<file path="src/rtl/store_bus_monitor_if.sv">
// rtl/store_bus_monitor_if.sv - data-memory store bus in, trace drain and status out
// master = MIPS top plus trace consumer, slave = the monitor
interface store_bus_monitor_if #(
  parameter int DEPTH = 8
);
  localparam int LW = $clog2(DEPTH) + 1;

  logic            memwrite;
  logic [31:0]     dataadr;
  logic [31:0]     writedata;
  logic            out_valid;
  logic            out_ready;
  logic [31:0]     out_addr;
  logic [31:0]     out_data;
  logic [LW-1:0]   level;
  logic            overflow;
  logic [15:0]     store_cnt;
  logic            done;
  logic            timeout;

  modport master (
    output memwrite, dataadr, writedata, out_ready,
    input  out_valid, out_addr, out_data, level, overflow, store_cnt, done, timeout
  );

  modport slave (
    input  memwrite, dataadr, writedata, out_ready,
    output out_valid, out_addr, out_data, level, overflow, store_cnt, done, timeout
  );
endinterface

</file>
<file path="src/rtl/store_bus_monitor.sv">
// rtl/store_bus_monitor.sv - store trace FIFO with done-signature and watchdog detection
// Stores are traced only while RUN; DONE and TIMEOUT are absorbing until reset.
module store_bus_monitor #(
  parameter int          DEPTH     = 8,
  parameter logic [31:0] DONE_ADDR = 32'h0000004C,
  parameter logic [31:0] DONE_DATA = 32'h00000005,
  parameter int unsigned TIMEOUT   = 2000
) (
  input  logic               clk,
  input  logic               reset,
  store_bus_monitor_if.slave bus
);
  localparam int          AW       = $clog2(DEPTH);
  localparam logic [AW:0] FULL_LVL = DEPTH[AW:0];
  localparam logic [31:0] WD_LAST  = TIMEOUT - 32'd1;
  localparam bit          WD_EN    = (TIMEOUT != 0);

  localparam logic [1:0] S_RUN     = 2'd0;
  localparam logic [1:0] S_DONE    = 2'd1;
  localparam logic [1:0] S_TIMEOUT = 2'd2;

  logic [1:0]    r_state;
  logic [31:0]   r_mem_addr [DEPTH];
  logic [31:0]   r_mem_data [DEPTH];
  logic [AW-1:0] r_wr_ptr;
  logic [AW-1:0] r_rd_ptr;
  logic [AW:0]   r_level;
  logic          r_overflow;
  logic [15:0]   r_store_cnt;
  logic [31:0]   r_wdog;

  logic w_run;
  logic w_store;
  logic w_match;
  logic w_expire;
  logic w_valid;
  logic w_full;
  logic w_pop;
  logic w_push;
  logic w_drop;

  assign w_run    = (r_state == S_RUN);
  assign w_store  = w_run && bus.memwrite;
  assign w_match  = (bus.dataadr == DONE_ADDR) && (bus.writedata == DONE_DATA);
  assign w_expire = WD_EN && (r_wdog == WD_LAST);
  assign w_valid  = (r_level != '0);
  assign w_full   = (r_level == FULL_LVL);
  assign w_pop    = w_valid && bus.out_ready;
  // A pop in the same cycle frees the slot, so a full FIFO still accepts the push.
  assign w_push   = w_store && (!w_full || w_pop);
  assign w_drop   = w_store && w_full && !w_pop;

  always_ff @(posedge clk or negedge reset) begin
    if (!reset) begin
      r_state <= S_RUN;
    end else if (r_state == S_RUN) begin
      if (w_store && w_match) begin
        r_state <= S_DONE;
      end else if (w_expire) begin
        r_state <= S_TIMEOUT;
      end
    end
  end

  always_ff @(posedge clk or negedge reset) begin
    if (!reset) begin
      r_wdog      <= '0;
      r_store_cnt <= '0;
      r_overflow  <= 1'b0;
    end else begin
      if (w_run) begin
        r_wdog <= r_wdog + 32'd1;
      end
      if (w_store && (r_store_cnt != 16'hFFFF)) begin
        r_store_cnt <= r_store_cnt + 16'd1;
      end
      if (w_drop) begin
        r_overflow <= 1'b1;
      end
    end
  end

  always_ff @(posedge clk or negedge reset) begin
    if (!reset) begin
      r_wr_ptr <= '0;
      r_rd_ptr <= '0;
      r_level  <= '0;
    end else begin
      if (w_push) begin
        r_wr_ptr <= r_wr_ptr + 1'b1;
      end
      if (w_pop) begin
        r_rd_ptr <= r_rd_ptr + 1'b1;
      end
      case ({w_push, w_pop})
        2'b10:   r_level <= r_level + 1'b1;
        2'b01:   r_level <= r_level - 1'b1;
        default: r_level <= r_level;
      endcase
    end
  end

  // Storage carries no reset; validity is tracked by the pointers and level only.
  always_ff @(posedge clk) begin
    if (w_push) begin
      r_mem_addr[r_wr_ptr] <= bus.dataadr;
      r_mem_data[r_wr_ptr] <= bus.writedata;
    end
  end

  assign bus.out_valid = w_valid;
  assign bus.out_addr  = w_valid ? r_mem_addr[r_rd_ptr] : 32'd0;
  assign bus.out_data  = w_valid ? r_mem_data[r_rd_ptr] : 32'd0;
  assign bus.level     = r_level;
  assign bus.overflow  = r_overflow;
  assign bus.store_cnt = r_store_cnt;
  assign bus.done      = (r_state == S_DONE);
  assign bus.timeout   = (r_state == S_TIMEOUT);
endmodule
</file>
<file path="src/flat_wrapper.sv">
// flat-port wrapper written by rule: the top's interface ports become plain ports
module store_bus_monitor_flat 
#(
  parameter int          DEPTH     = 8,
  parameter logic [31:0] DONE_ADDR = 32'h0000004C,
  parameter logic [31:0] DONE_DATA = 32'h00000005,
  parameter int unsigned TIMEOUT   = 2000
)
  (clk, reset, bus_memwrite, bus_dataadr, bus_writedata, bus_out_ready, bus_out_valid, bus_out_addr, bus_out_data, bus_level, bus_overflow, bus_store_cnt, bus_done, bus_timeout);
  store_bus_monitor_if #(.DEPTH(DEPTH)) bus_i ();
  input  logic clk;
  input  logic reset;
  input wire logic [$bits(bus_i.memwrite)-1:0] bus_memwrite;
  input wire logic [$bits(bus_i.dataadr)-1:0] bus_dataadr;
  input wire logic [$bits(bus_i.writedata)-1:0] bus_writedata;
  input wire logic [$bits(bus_i.out_ready)-1:0] bus_out_ready;
  output wire logic [$bits(bus_i.out_valid)-1:0] bus_out_valid;
  output wire logic [$bits(bus_i.out_addr)-1:0] bus_out_addr;
  output wire logic [$bits(bus_i.out_data)-1:0] bus_out_data;
  output wire logic [$bits(bus_i.level)-1:0] bus_level;
  output wire logic [$bits(bus_i.overflow)-1:0] bus_overflow;
  output wire logic [$bits(bus_i.store_cnt)-1:0] bus_store_cnt;
  output wire logic [$bits(bus_i.done)-1:0] bus_done;
  output wire logic [$bits(bus_i.timeout)-1:0] bus_timeout;
  assign bus_i.memwrite = bus_memwrite;
  assign bus_i.dataadr = bus_dataadr;
  assign bus_i.writedata = bus_writedata;
  assign bus_i.out_ready = bus_out_ready;
  assign bus_out_valid = bus_i.out_valid;
  assign bus_out_addr = bus_i.out_addr;
  assign bus_out_data = bus_i.out_data;
  assign bus_level = bus_i.level;
  assign bus_overflow = bus_i.overflow;
  assign bus_store_cnt = bus_i.store_cnt;
  assign bus_done = bus_i.done;
  assign bus_timeout = bus_i.timeout;
  store_bus_monitor #(.DEPTH(DEPTH), .DONE_ADDR(DONE_ADDR), .DONE_DATA(DONE_DATA), .TIMEOUT(TIMEOUT)) u_core (.clk(clk), .reset(reset), .bus(bus_i));
endmodule
</file>
<file path="config.mk">
export PLATFORM = sky130hd
export DESIGN_NAME = store_bus_monitor_flat
export DESIGN_NICKNAME = d
export VERILOG_FILES = /design/src/rtl/store_bus_monitor_if.sv /design/src/rtl/store_bus_monitor.sv /design/src/flat_wrapper.sv
export SDC_FILE = /design/constraint.sdc
export NUM_CORES = 1
export LEC_CHECK = 0
export BUFFER_PORTS_ARGS = -buffer_cell sky130_fd_sc_hd__clkbuf_2
export CORE_AREA = 10 10 211 263
export CTS_CLUSTER_DIAMETER = 60
export DETAILED_ROUTE_END_ITERATION = 8
export DIE_AREA = 0 0 221 273
export GPL_TIMING_DRIVEN = 0
export PLACE_DENSITY = 0.71
export SETUP_SLACK_MARGIN = 0.3
export SYNTH_ARGS = -nofsm -noshare
export SYNTH_HDL_FRONTEND = slang
export SYNTH_SLANG_ARGS = --single-unit
</file>
<file path="constraint.sdc">
create_clock -name clk -period 13.85 [get_ports clk]
set_clock_uncertainty 0.15 [all_clocks]
set_input_delay 0.6925 -clock clk [delete_from_list [all_inputs] [get_ports clk]]
set_output_delay 0.6925 -clock clk [all_outputs]
set_load 0.1 [all_outputs]
</file>
==> flow_summary_export.csv <==
group,metric,value,unit
floorplan,chipHeight,273,um
timing,period_needed,4.52,ns
clocking,cts_htree_levels,2,
synth,synth_largest_area_cell,"edfxtp_1",
synth,ys.flop_type,"edfxtp_1",
setup_path,crit_type,"reg -> out",
clocking,numCtsBuffers,54,
setup_path,end_kind,"output pin",
clocking,ctsResizeCount,0,
synth,synth_edf_count,512,
floorplan,core_region_area,50200,um^2
setup_path,cp.required,13.01,ns
setup_path,crit_fanout,10,
clocking,cts_sinks,573,
route,wl_per_cell,24.1,um
layout,drive_gt1_frac,0.320,
synth,synth_top_area_share,0.688,
timing,fin_ws,9.33,ns
route,final_antenna_net_count,0,
setup_path,critPathLaunchType,"register",
route,post-route-drc-count,0,
flow_run,maxCapViolCount,0,
synth,postSynthCellCount,1101,
synth,synth_cell_type_count,40,
route,vias,11470,
layout,area_delta_synth_final,18.3,%
synth,synthTopCellsByCount,"edfxtp_1, mux4_2, nor2_1",
synth,syn_area_per_cell,20.3,um^2
synth,yosysMostFrequentCell,"edfxtp_1",
timing,timing_worst_slew_pin_value,1.02,ns
synth,synth-seq-area-share,0.756,
synth,async_reset_ff_frac,0.106,
global_routing,antenna_found_initial,8,
clocking,worstSkewPairLatency,0.60,ns
global_routing,grtUsageTotal,0.163,
route,drtIter0Drc,1002,
clocking,cts_tree,"built",
timing,finalHoldViolCount,0,
clocking,clk_pin_slew,0.06,ns
floorplan,start_util,0.445,
clocking,cts.root.buffer_cell,"clkbuf_16",
floorplan,dieArea,60300,um^2
synth,netlist_area,22400,um^2
synth,syn_nets,1174,
placement,dp_slack,10.0,ns
floorplan,dieWidth,221,um
floorplan,rows,92,
route,wl,49900,um
timing,max_freq,0.221,GHz
placement,gp_congestion,0.775,
route,vias_per_cell,5.55,
run_status,status,"complete, no violations",
floorplan,io_pins,156,
setup_path,cpPeakStageDelay,0.79,ns
global_routing,grt_pass1_wl,75600,um
timing,drv_slew,0,
layout,fin_nets,1433,
timing,setup-violations-final,0,
global_routing,grt_max_degree,62,
synth,ys_warn_count,0,
setup_path,path_cells,"nor4_1 -> clkbuf_1 -> buf_1 -> nor2_1 -> clkbuf_2",
global_routing,grt_pass1_vias,11977,
timing,rsz0062_at_grt,"false",
placement,port_buffers,154,
route,firstDrtPassIters,6,
clocking,post-cts-setup-buffers,0,
layout,layoutNonFillerInstCount,2065,
global_routing,overflow,0,
setup_path,rrSetupSlack,10.54,ns
placement,dp_cells,1962,
clocking,ctsHoldBuffers,0,
synth,ys_seq_elements,573,
worst_hold_path,min-delay-path-class,"in -> async",
setup_path,arrival,3.68,ns
synth,synthTopCellsByArea,"edfxtp_1, mux4_2, dfrtp_1, mux2i_1, xnor2_1",
setup_path,slowest_stage,"clkbuf_1",
timing,timing.final.crit_share,0.326,
timing,slew_headroom,0.321,
placement,dp_hpwl,33900,um
clocking,clock_path_buffers,3,
timing,whs,0.0662,ns
-- placed cells by master, fill, tap and decap left out, drive strengths merged, types with 2 or more instances in the layout --
cell | Yosys | routed
inv | 1 | 3
a31oi | 2 | 2
buf | 25 | 74
xnor2 | 36 | 36
and4 | 7 | 7
nor3 | 8 | 8
and3 | 10 | 10
clkbuf | 23 | 244
nor4b | 6 | 6
nand2 | 32 | 32
or3b | 2 | 2
diode | 0 | 3
nand3 | 15 | 15
nand2b | 3 | 3
o21a | 2 | 2
bufinv | 0 | 6
mux2i | 64 | 64
ha | 5 | 5
mux4 | 128 | 128
nor4 | 22 | 22
dfrtp | 61 | 61
clkinv | 0 | 24
mux2 | 3 | 3
nor2 | 85 | 85
edfxtp | 512 | 512
or3 | 2 | 2
xor2 | 18 | 18
nand4 | 17 | 17
-- per-layer routing --
metal	up-vias	wire length (um)	global-route usage
met1	6001	19800	0.206
li1	4997	-	-
met2	380	25200	0.272
met3	82	3790	0.0466
met5	-	63	0
met4	10	969	0.0458
-- final timing paths --
check / startpoint / cells after the start / to
worst max-delay path: u_core.bus.level[1]$_DFFE_PN0P_ / 5 / bus_out_addr[18]
worst min-delay path: reset / 1 / u_core.r_wdog[8]$_DFFE_PN0N_
worst max register to register: u_core.r_state[0]$_DFFE_PN0P_ / 9 / u_core.r_mem_data[4][25]$_DFFE_PP_
worst min register to register: u_core.r_wdog[31]$_DFFE_PN0N_ / 1 / u_core.r_wdog[31]$_DFFE_PN0N_
max in group asynchronous: reset / 1 / u_core.bus.store_cnt[14]$_DFFE_PN0P_
min in group clk: bus_dataadr[24] / 1 / u_core.r_mem_addr[6][24]$_DFFE_PP_
-- kinds of logic (layout without fill, tap and decap cells) --
family	Yosys count	after routing	share of synthesized area
other cells	0	3	0
flops	573	573	0.756
xor+xnor	54	54	0.0212
simple gates	215	215	0.0488
buf+inv	49	352	0.00895
mux	195	195	0.159
compound gates	10	10	0.00319
fa+ha+maj	5	5	0.00280
-- critical path: cells and delay by family, from the launching register on --
family | cells | cell delay, ns
buffers and inverters | 3 | 1.82
AND/OR/NAND/NOR | 2 | 0.77
flip-flops | 1 | 0.47
-- flip-flops by register name, indices dropped and copies added (netlist names) --
| signal | cells |
|---|---|
| u_core.bus.store_cnt | 16 |
| u_core.bus.overflow | 1 |
| u_core.r_mem_data | 256 |
| u_core.r_mem_addr | 256 |
| u_core.r_state | 2 |
| u_core.r_wdog | 32 |
| u_core.bus.level | 4 |
| u_core.r_rd_ptr | 3 |
| u_core.r_wr_ptr | 3 |
-- stage by stage --
step,utilization,setup TNS (ns),instance area (um^2)
floorplan,-,0,22400
global placement,0.477,-39.02,24000
finish,0.527,0,26400
detailed placement,0.491,0,24600
global route,0.527,0,26400
CTS,0.527,0,26400
-- area by class of cell --
class,count,area [um^2]
multi-input cells,479,5300
flip-flops and latches,573,16900
plain buffers,48,196
clock buffers,67,1460
diodes,3,7.51
well taps,658,823
clock inverters,33,332
repair buffers,203,1420
inverters,1,3.75
fillers,3936,23700
Power is left out: the tool's default activity adds up to more than one toggle a clock period on the data nets, which glitch-free logic cannot reach.
